`src/rtl/nor_drv_pkg.sv`:
```
// +--------------------------------------------------------------------+
// | nor_drv_pkg : shared types and constants for nor_vector_driver      |
// | Rev 1.0                                                             |
// +--------------------------------------------------------------------+
`default_nettype none

package nor_drv_pkg;

  typedef enum logic [1:0] {
    IDLE  = 2'd0,
    DRIVE = 2'd1,
    DONE  = 2'd2
  } state_t;

  // Vector table {a,b}: entry 0 in the low bits -> 00, 10, 11, 01.
  localparam logic [7:0] VEC_TABLE = {2'b01, 2'b11, 2'b10, 2'b00};
  localparam logic [7:0] ERR_MAX   = 8'd255;

  function automatic logic [1:0] vec_at(input logic [1:0] idx);
    return VEC_TABLE[{idx, 1'b0} +: 2];
  endfunction

endpackage

`default_nettype wire

```
`src/rtl/nor_drv_checker.sv`:
```
// +--------------------------------------------------------------------+
// | nor_drv_checker : compares y against ~(a|b), saturating err count   |
// | Rev 1.0                                                             |
// +--------------------------------------------------------------------+
`default_nettype none

module nor_drv_checker
  import nor_drv_pkg::*;
(
  input  logic       clk,
  input  logic       rst_n,
  input  logic       sample,
  input  logic       clear,
  input  logic       a,
  input  logic       b,
  input  logic       y,
  output logic [7:0] err_count
);

  logic [7:0] r_err;
  logic       w_mismatch;

  assign w_mismatch = sample && (y != ~(a | b));

  // Clear wins over a coincident sample: a new run starts from zero.
  always_ff @(posedge clk or negedge rst_n) begin
    if (!rst_n) begin
      r_err <= 8'd0;
    end else if (clear) begin
      r_err <= 8'd0;
    end else if (w_mismatch && (r_err != ERR_MAX)) begin
      r_err <= r_err + 8'd1;
    end
  end

  assign err_count = r_err;

endmodule

`default_nettype wire

```
`src/rtl/nor_vector_driver.sv`:
```
// +--------------------------------------------------------------------+
// | nor_vector_driver : sweeps {a,b} through 00,10,11,01 on a NOR gate  |
// | Optional checker enabled by macro NOR_DRV_CHECK_EN.  Rev 1.0        |
// +--------------------------------------------------------------------+
`default_nettype none

module nor_vector_driver
  import nor_drv_pkg::*;
#(
  parameter int HOLD_CYCLES = 1,
  parameter int NUM_PASSES  = 1
)
(
  input  logic       clk,
  input  logic       rst_n,
  input  logic       start,
  input  logic       y,
  output logic       a,
  output logic       b,
  output logic       busy,
  output logic       done,
  output logic       pass,
  output logic [7:0] err_count
);

  localparam logic [7:0] HOLD_LAST = 8'(HOLD_CYCLES - 1);
  localparam logic [7:0] PASS_LAST = 8'(NUM_PASSES - 1);

  state_t     r_state, w_state_nxt;
  logic [7:0] r_hold, w_hold_nxt;
  logic [7:0] r_pass, w_pass_nxt;
  logic [1:0] r_vec, w_vec_nxt;
  logic [1:0] r_ab, w_ab_nxt;
  logic       w_launch;
  logic       w_sample;
  logic       w_clear;
  logic [7:0] w_err_count;

  always_ff @(posedge clk or negedge rst_n) begin
    if (!rst_n) begin
      r_state <= IDLE;
      r_hold  <= 8'd0;
      r_pass  <= 8'd0;
      r_vec   <= 2'd0;
      r_ab    <= 2'b00;
    end else begin
      r_state <= w_state_nxt;
      r_hold  <= w_hold_nxt;
      r_pass  <= w_pass_nxt;
      r_vec   <= w_vec_nxt;
      r_ab    <= w_ab_nxt;
    end
  end

  always_comb begin
    w_state_nxt = r_state;
    w_hold_nxt  = r_hold;
    w_pass_nxt  = r_pass;
    w_vec_nxt   = r_vec;
    w_ab_nxt    = r_ab;
    w_launch    = 1'b0;
    w_sample    = 1'b0;
    case (r_state)
      IDLE, DONE: begin
        if (start) begin
          w_launch    = 1'b1;
          w_state_nxt = DRIVE;
          w_hold_nxt  = 8'd0;
          w_pass_nxt  = 8'd0;
          w_vec_nxt   = 2'd0;
          w_ab_nxt    = vec_at(2'd0);
        end
      end
      DRIVE: begin
        // The edge ending a vector's last hold cycle samples y and advances.
        if (r_hold == HOLD_LAST) begin
          w_sample   = 1'b1;
          w_hold_nxt = 8'd0;
          if ((r_vec == 2'd3) && (r_pass == PASS_LAST)) begin
            w_state_nxt = DONE;
            w_ab_nxt    = 2'b00;
            w_vec_nxt   = 2'd0;
            w_pass_nxt  = 8'd0;
          end else begin
            w_vec_nxt = r_vec + 2'd1;
            w_ab_nxt  = vec_at(r_vec + 2'd1);
            if (r_vec == 2'd3) begin
              w_pass_nxt = r_pass + 8'd1;
            end
          end
        end else begin
          w_hold_nxt = r_hold + 8'd1;
        end
      end
      default: w_state_nxt = IDLE;
    endcase
  end

  assign w_clear = w_launch;

`ifdef NOR_DRV_CHECK_EN
  nor_drv_checker u_checker (
    .clk       (clk),
    .rst_n     (rst_n),
    .sample    (w_sample),
    .clear     (w_clear),
    .a         (r_ab[1]),
    .b         (r_ab[0]),
    .y         (y),
    .err_count (w_err_count)
  );
`else
  logic [2:0] w_unused_chk;
  assign w_unused_chk = {y, w_sample, w_clear};
  assign w_err_count  = 8'd0;
`endif

  assign a         = r_ab[1];
  assign b         = r_ab[0];
  assign busy      = (r_state == DRIVE);
  assign done      = (r_state == DONE);
  assign err_count = w_err_count;
  assign pass      = (w_err_count == 8'd0);

endmodule

`default_nettype wire

```
`config.mk`:
```
export PLATFORM = sky130hd
export DESIGN_NAME = nor_vector_driver
export DESIGN_NICKNAME = d
export VERILOG_FILES = /design/src/rtl/nor_drv_pkg.sv /design/src/rtl/nor_drv_checker.sv /design/src/rtl/nor_vector_driver.sv
export SDC_FILE = /design/constraint.sdc
export NUM_CORES = 1
export LEC_CHECK = 0
export CAP_MARGIN = 20
export CORE_UTILIZATION = 58
export DETAILED_ROUTE_END_ITERATION = 8
export GPL_ROUTABILITY_DRIVEN = 0
export MAX_ROUTING_LAYER = met4
export PLACE_DENSITY_LB_ADDON = 0.1
export RECOVER_POWER = 100
export SYNTH_ARGS = -nofsm -noshare
export SYNTH_HDL_FRONTEND = slang
export SYNTH_SLANG_ARGS = --single-unit
```
`constraint.sdc`:
```
create_clock -name clk -period 5.1 [get_ports clk]
set_clock_uncertainty 0.05 [all_clocks]
set_input_delay 0.51 -clock clk [delete_from_list [all_inputs] [get_ports clk]]
set_output_delay 0.51 -clock clk [all_outputs]
set_load 0.05 [all_outputs]
```
==> reports/qor.tcl <==
set qor(layout.filler_cells) 174
set qor(final_critical_path_setup_slack_ns) 2.32
set qor(power.combinational.fraction_pct) 43.3
set qor(critical_path.n_buffers_inverters) 2
set qor(area_growth_syn_to_layout_pct) 3.49
set qor(netlist_area_mm2) 0.00125
set qor(critical_path.reg2reg.startpoint) {r_hold[0]$_DFFE_PN0P_}
set qor(cts_hold_repair.buffers) 0
set qor(numCtsBuffers) 3
set qor(grt.overflow.total) 0
set qor(num_io_pins) 17
set qor(detail-route-antenna-nets) 0
set qor(sequential_cell_area_um2) 526
set qor(power_per_cell_area_mw_per_mm2) 531
set qor(design_area_mm2) 0.00130
set qor(rows) 16
set qor(port_buffers) 6
set qor(drc) 0
set qor(setup_viol_count_final) 0
set qor(floorplan.initialDensity_pct) 62.7
set qor(worst_hold_path.num_cells) 1
set qor(r2r_end) {r_state[0]$_DFFE_PN0P_}
set qor(grt_pass1_wl_mm) 3.97
set qor(synth_cell_type_count) 38
set qor(total_leakage_power_nw) 0.587
set qor(synthTopCellsByArea) {sky130_fd_sc_hd__dfrtp_1, sky130_fd_sc_hd__buf_4, sky130_fd_sc_hd__o21ai_0, sky130_fd_sc_hd__ha_1, sky130_fd_sc_hd__o31ai_1}
set qor(setup_repair_bufs_after_cts) 0
set qor(whs_endpoint) {r_pass[7]$_DFFE_PN0P_}
set qor(antenna_violations_before_repair) 0
set qor(insertedDiodeCount) 0
set qor(worst-path-max-fanout) 11
set qor(worst_ep_arrival_time_ns) 2.22
set qor(cts-root-buf) {sky130_fd_sc_hd__clkbuf_4}
set qor(dr.first_iter.drc_count) 35
set qor(final_cell_count_no_fill) 164
set qor(power.ir.vdd_worst_v) 0.000368
set qor(power.share.sequential_pct) 44.7
set qor(clock.fmax_ghz) 0.359
set qor(cts.htree.levels) 1
set qor(asyncSetResetFlopFracSynth_pct) 100
set qor(finalHoldViolCount) 0
set qor(routed_wire_length_per_instance_um) 13.4
set qor(timing.reg2reg.setup_slack_ns) 2.53
set qor(design.core.area_mm2) 0.00200
set qor(clk_latency_ns) 0.31
set qor(design.die.area_mm2) 0.00235
set qor(hp-class) {reg2reg}
set qor(dieWidth_um) 48.5
set qor(ff2ff_path_depth) 5
set qor(detailedPlacementHpwl_mm) 1.57
set qor(cell_internal_pwr_mw) 0.394
set qor(total_power_mw) 0.690
set qor(total_of_flip_flops_plus_latches_after_synthesis) 21
set qor(clock_power_share_pct) 11.9
set qor(setup_repair_after_global_routing_missed_its_margin) {no}
set qor(fin_worst_hold_slack_ns) 0.434
set qor(cpLargestDelayFamily) {buffers and inverters}
set qor(status) {complete, no violations}
set qor(clock_sink_count) 21
set qor(worstSetupPathType) {reg2out}
set qor(placed_cells) 159
set qor(synth-edff-count) 0
set qor(final-max-slew-violation-count) 0
set qor(critical_path_cell_by_cell) {nand2b_1 -> clkinv_1 -> dlygate4sd3_1}
set qor(number_of_gates_resized_after_cts) 0
set qor(postSynthCellCount) 131
set qor(timing.slew.headroom_pct) 35.6
set qor(synthesis.yosys.warnings) 0
set qor(dr.pass1.iters) 4
set qor(netlist.top_cell.by_area) {sky130_fd_sc_hd__dfrtp_1}
set qor(switching_share_pct) 42.8
set qor(drive_above_1_share_pct) 5.84
set qor(grt_util_all_layers_pct) 22.0
set qor(critical_path.slowest_cell) {sky130_fd_sc_hd__dlygate4sd3_1}
set qor(total_switching_power_mw) 0.295
set qor(worst_pin_slew_ns) 0.953
set qor(synth-seq-area-share_pct) 41.9
set qor(max_stage_delay_ns) 0.85
set qor(worst_hold_startpoint) {r_pass[7]$_DFFE_PN0P_}
set qor(pre_cts_ws_ns) 2.72
set qor(setup_total_negative_slack_ns) 0
set qor(number_of_global_route_vias_before_repair) 885
set qor(synth_flop_cell) {sky130_fd_sc_hd__dfrtp_1}
set qor(layout_worst_path_cycle_share_pct) 54.6
set qor(grt_start_max_net_pins) 22
set qor(synth_top_area_share_pct) 41.9
set qor(multiInputGateArea_um2) 619
set qor(ctsLongestPathBuffers) 2
set qor(postRouteWirelength_mm) 2.20
set qor(num_vias) 956
set qor(final_core_utilization_pct) 64.9
set qor(clock_tree_from_tritoncts) {done}
set qor(synthesis.area_per_instance_um2) 9.58
set qor(postPlaceCellArea_mm2) 0.00129
set qor(post_synth_most_frequent_cells) {sky130_fd_sc_hd__dfrtp_1, sky130_fd_sc_hd__o21ai_0, sky130_fd_sc_hd__nand2_1}
set qor(detail_route.vias_per_cell) 5.83
set qor(worstPathRequired_ns) 4.54
set qor(setup.worst_path.start_class) {flip-flop}
set qor(die_height_um) 48.5
set qor(cts.reportedPaths.clkPinSlew_ns) 0.12
set qor(design.final.nets) 147
set qor(timing.final.crit_period_ns) 2.78
set qor(max-cap-violations) 0
set qor(worstSetupEndpointType) {output pin}
set qor(synth.most_common_cell) {sky130_fd_sc_hd__dfrtp_1}
==> placed cells by master (no fill, tap or decap), types with 2 or more instances in the layout <==
| cell | n |
|---|---|
| sky130_fd_sc_hd__nor3_1 | 2 |
| sky130_fd_sc_hd__a22o_1 | 2 |
| sky130_fd_sc_hd__nand2b_1 | 4 |
| sky130_fd_sc_hd__nor2b_1 | 2 |
| sky130_fd_sc_hd__o21ai_0 | 13 |
| sky130_fd_sc_hd__ha_1 | 5 |
| sky130_fd_sc_hd__dlygate4sd3_1 | 5 |
| sky130_fd_sc_hd__nand2_1 | 10 |
| sky130_fd_sc_hd__a31oi_1 | 5 |
| sky130_fd_sc_hd__and3_2 | 2 |
| sky130_fd_sc_hd__clkbuf_4 | 3 |
| sky130_fd_sc_hd__o31ai_1 | 6 |
| sky130_fd_sc_hd__nand3_1 | 5 |
| sky130_fd_sc_hd__nor4b_1 | 3 |
| sky130_fd_sc_hd__a41oi_1 | 3 |
| sky130_fd_sc_hd__dfrtp_1 | 21 |
| sky130_fd_sc_hd__nand4_1 | 3 |
| sky130_fd_sc_hd__inv_1 | 7 |
| sky130_fd_sc_hd__and2_1 | 2 |
| sky130_fd_sc_hd__conb_1 | 9 |
| sky130_fd_sc_hd__nor2_1 | 3 |
| sky130_fd_sc_hd__a21oi_1 | 4 |
| sky130_fd_sc_hd__clkbuf_1 | 2 |
| sky130_fd_sc_hd__a21o_1 | 3 |
| sky130_fd_sc_hd__xnor2_1 | 2 |
==> worst max path at each step <==
| stage | end | start | cells after the start | slack [ns] |
|---|---|---|---|---|
| finish | busy | r_state[0]$_DFFE_PN0P_ | 3 | 2.32 |
| global route | busy | r_state[0]$_DFFE_PN0P_ | 3 | 2.23 |
| CTS | busy | r_state[0]$_DFFE_PN0P_ | 3 | 2.37 |
| detailed placement | busy | r_state[0]$_DFFE_PN0P_ | 3 | 2.72 |
| global placement | busy | r_state[0]$_DFFE_PN0P_ | 3 | 2.75 |
| floorplan | r_state[0]$_DFFE_PN0P_ | r_ab[0]$_DFFE_PN0P_ | 4 | 3.18 |
==> power groups by stage <==
stage | clock [mW] | combinational, mW | sequential, mW
after global routing | 0.0883 | 0.346 | 0.320
after global placement | 0 | 0.297 | 0.312
after floorplan | 0 | 0.235 | 0.324
after detailed placement | 0 | 0.307 | 0.316
final | 0.0824 | 0.299 | 0.308
after CTS | 0.0834 | 0.308 | 0.313
==> sequential cells by signal, indices dropped and copies added, names as in the netlist <==
| register | count |
|---|---|
| r_pass | 8 |
| r_state | 2 |
| r_vec | 1 |
| r_ab | 2 |
| r_hold | 8 |
==> cells by family (layout without fill, tap and decap cells) <==
group / Yosys count / in the layout / synth area share [%]
xor gates and xnor gates: 3 / 3 / 2.09
AOI/OAI and AO/OA: 38 / 38 / 19.7
muxes: 1 / 1 / 0.897
buffers and inverters: 20 / 19 / 9.37
DFF: 21 / 21 / 41.9
adders and majority gates: 5 / 5 / 4.99
other: 2 / 9 / 0.598
and+or+nand+nor: 41 / 41 / 20.4
==> final cells by class <==
class / count / share of cell area [%]
multi-input combinational: 97 / 47.7
sequential: 21 / 40.5
timing repair buffer: 7 / 4.91
tap: 27 / 2.60
inverter: 8 / 2.31
clock buffer: 4 / 2.02
==> per-layer routing <==
metal / up-vias / track usage [%] / wire length, um
met5: - / - / 0
met4: 0 / 7.35 / 22
met3: 4 / 2.83 / 107
met2: 34 / 34.7 / 993
met1: 449 / 29.4 / 1070
li1: 469 / - / -
(Power assumes the default switching activity.)
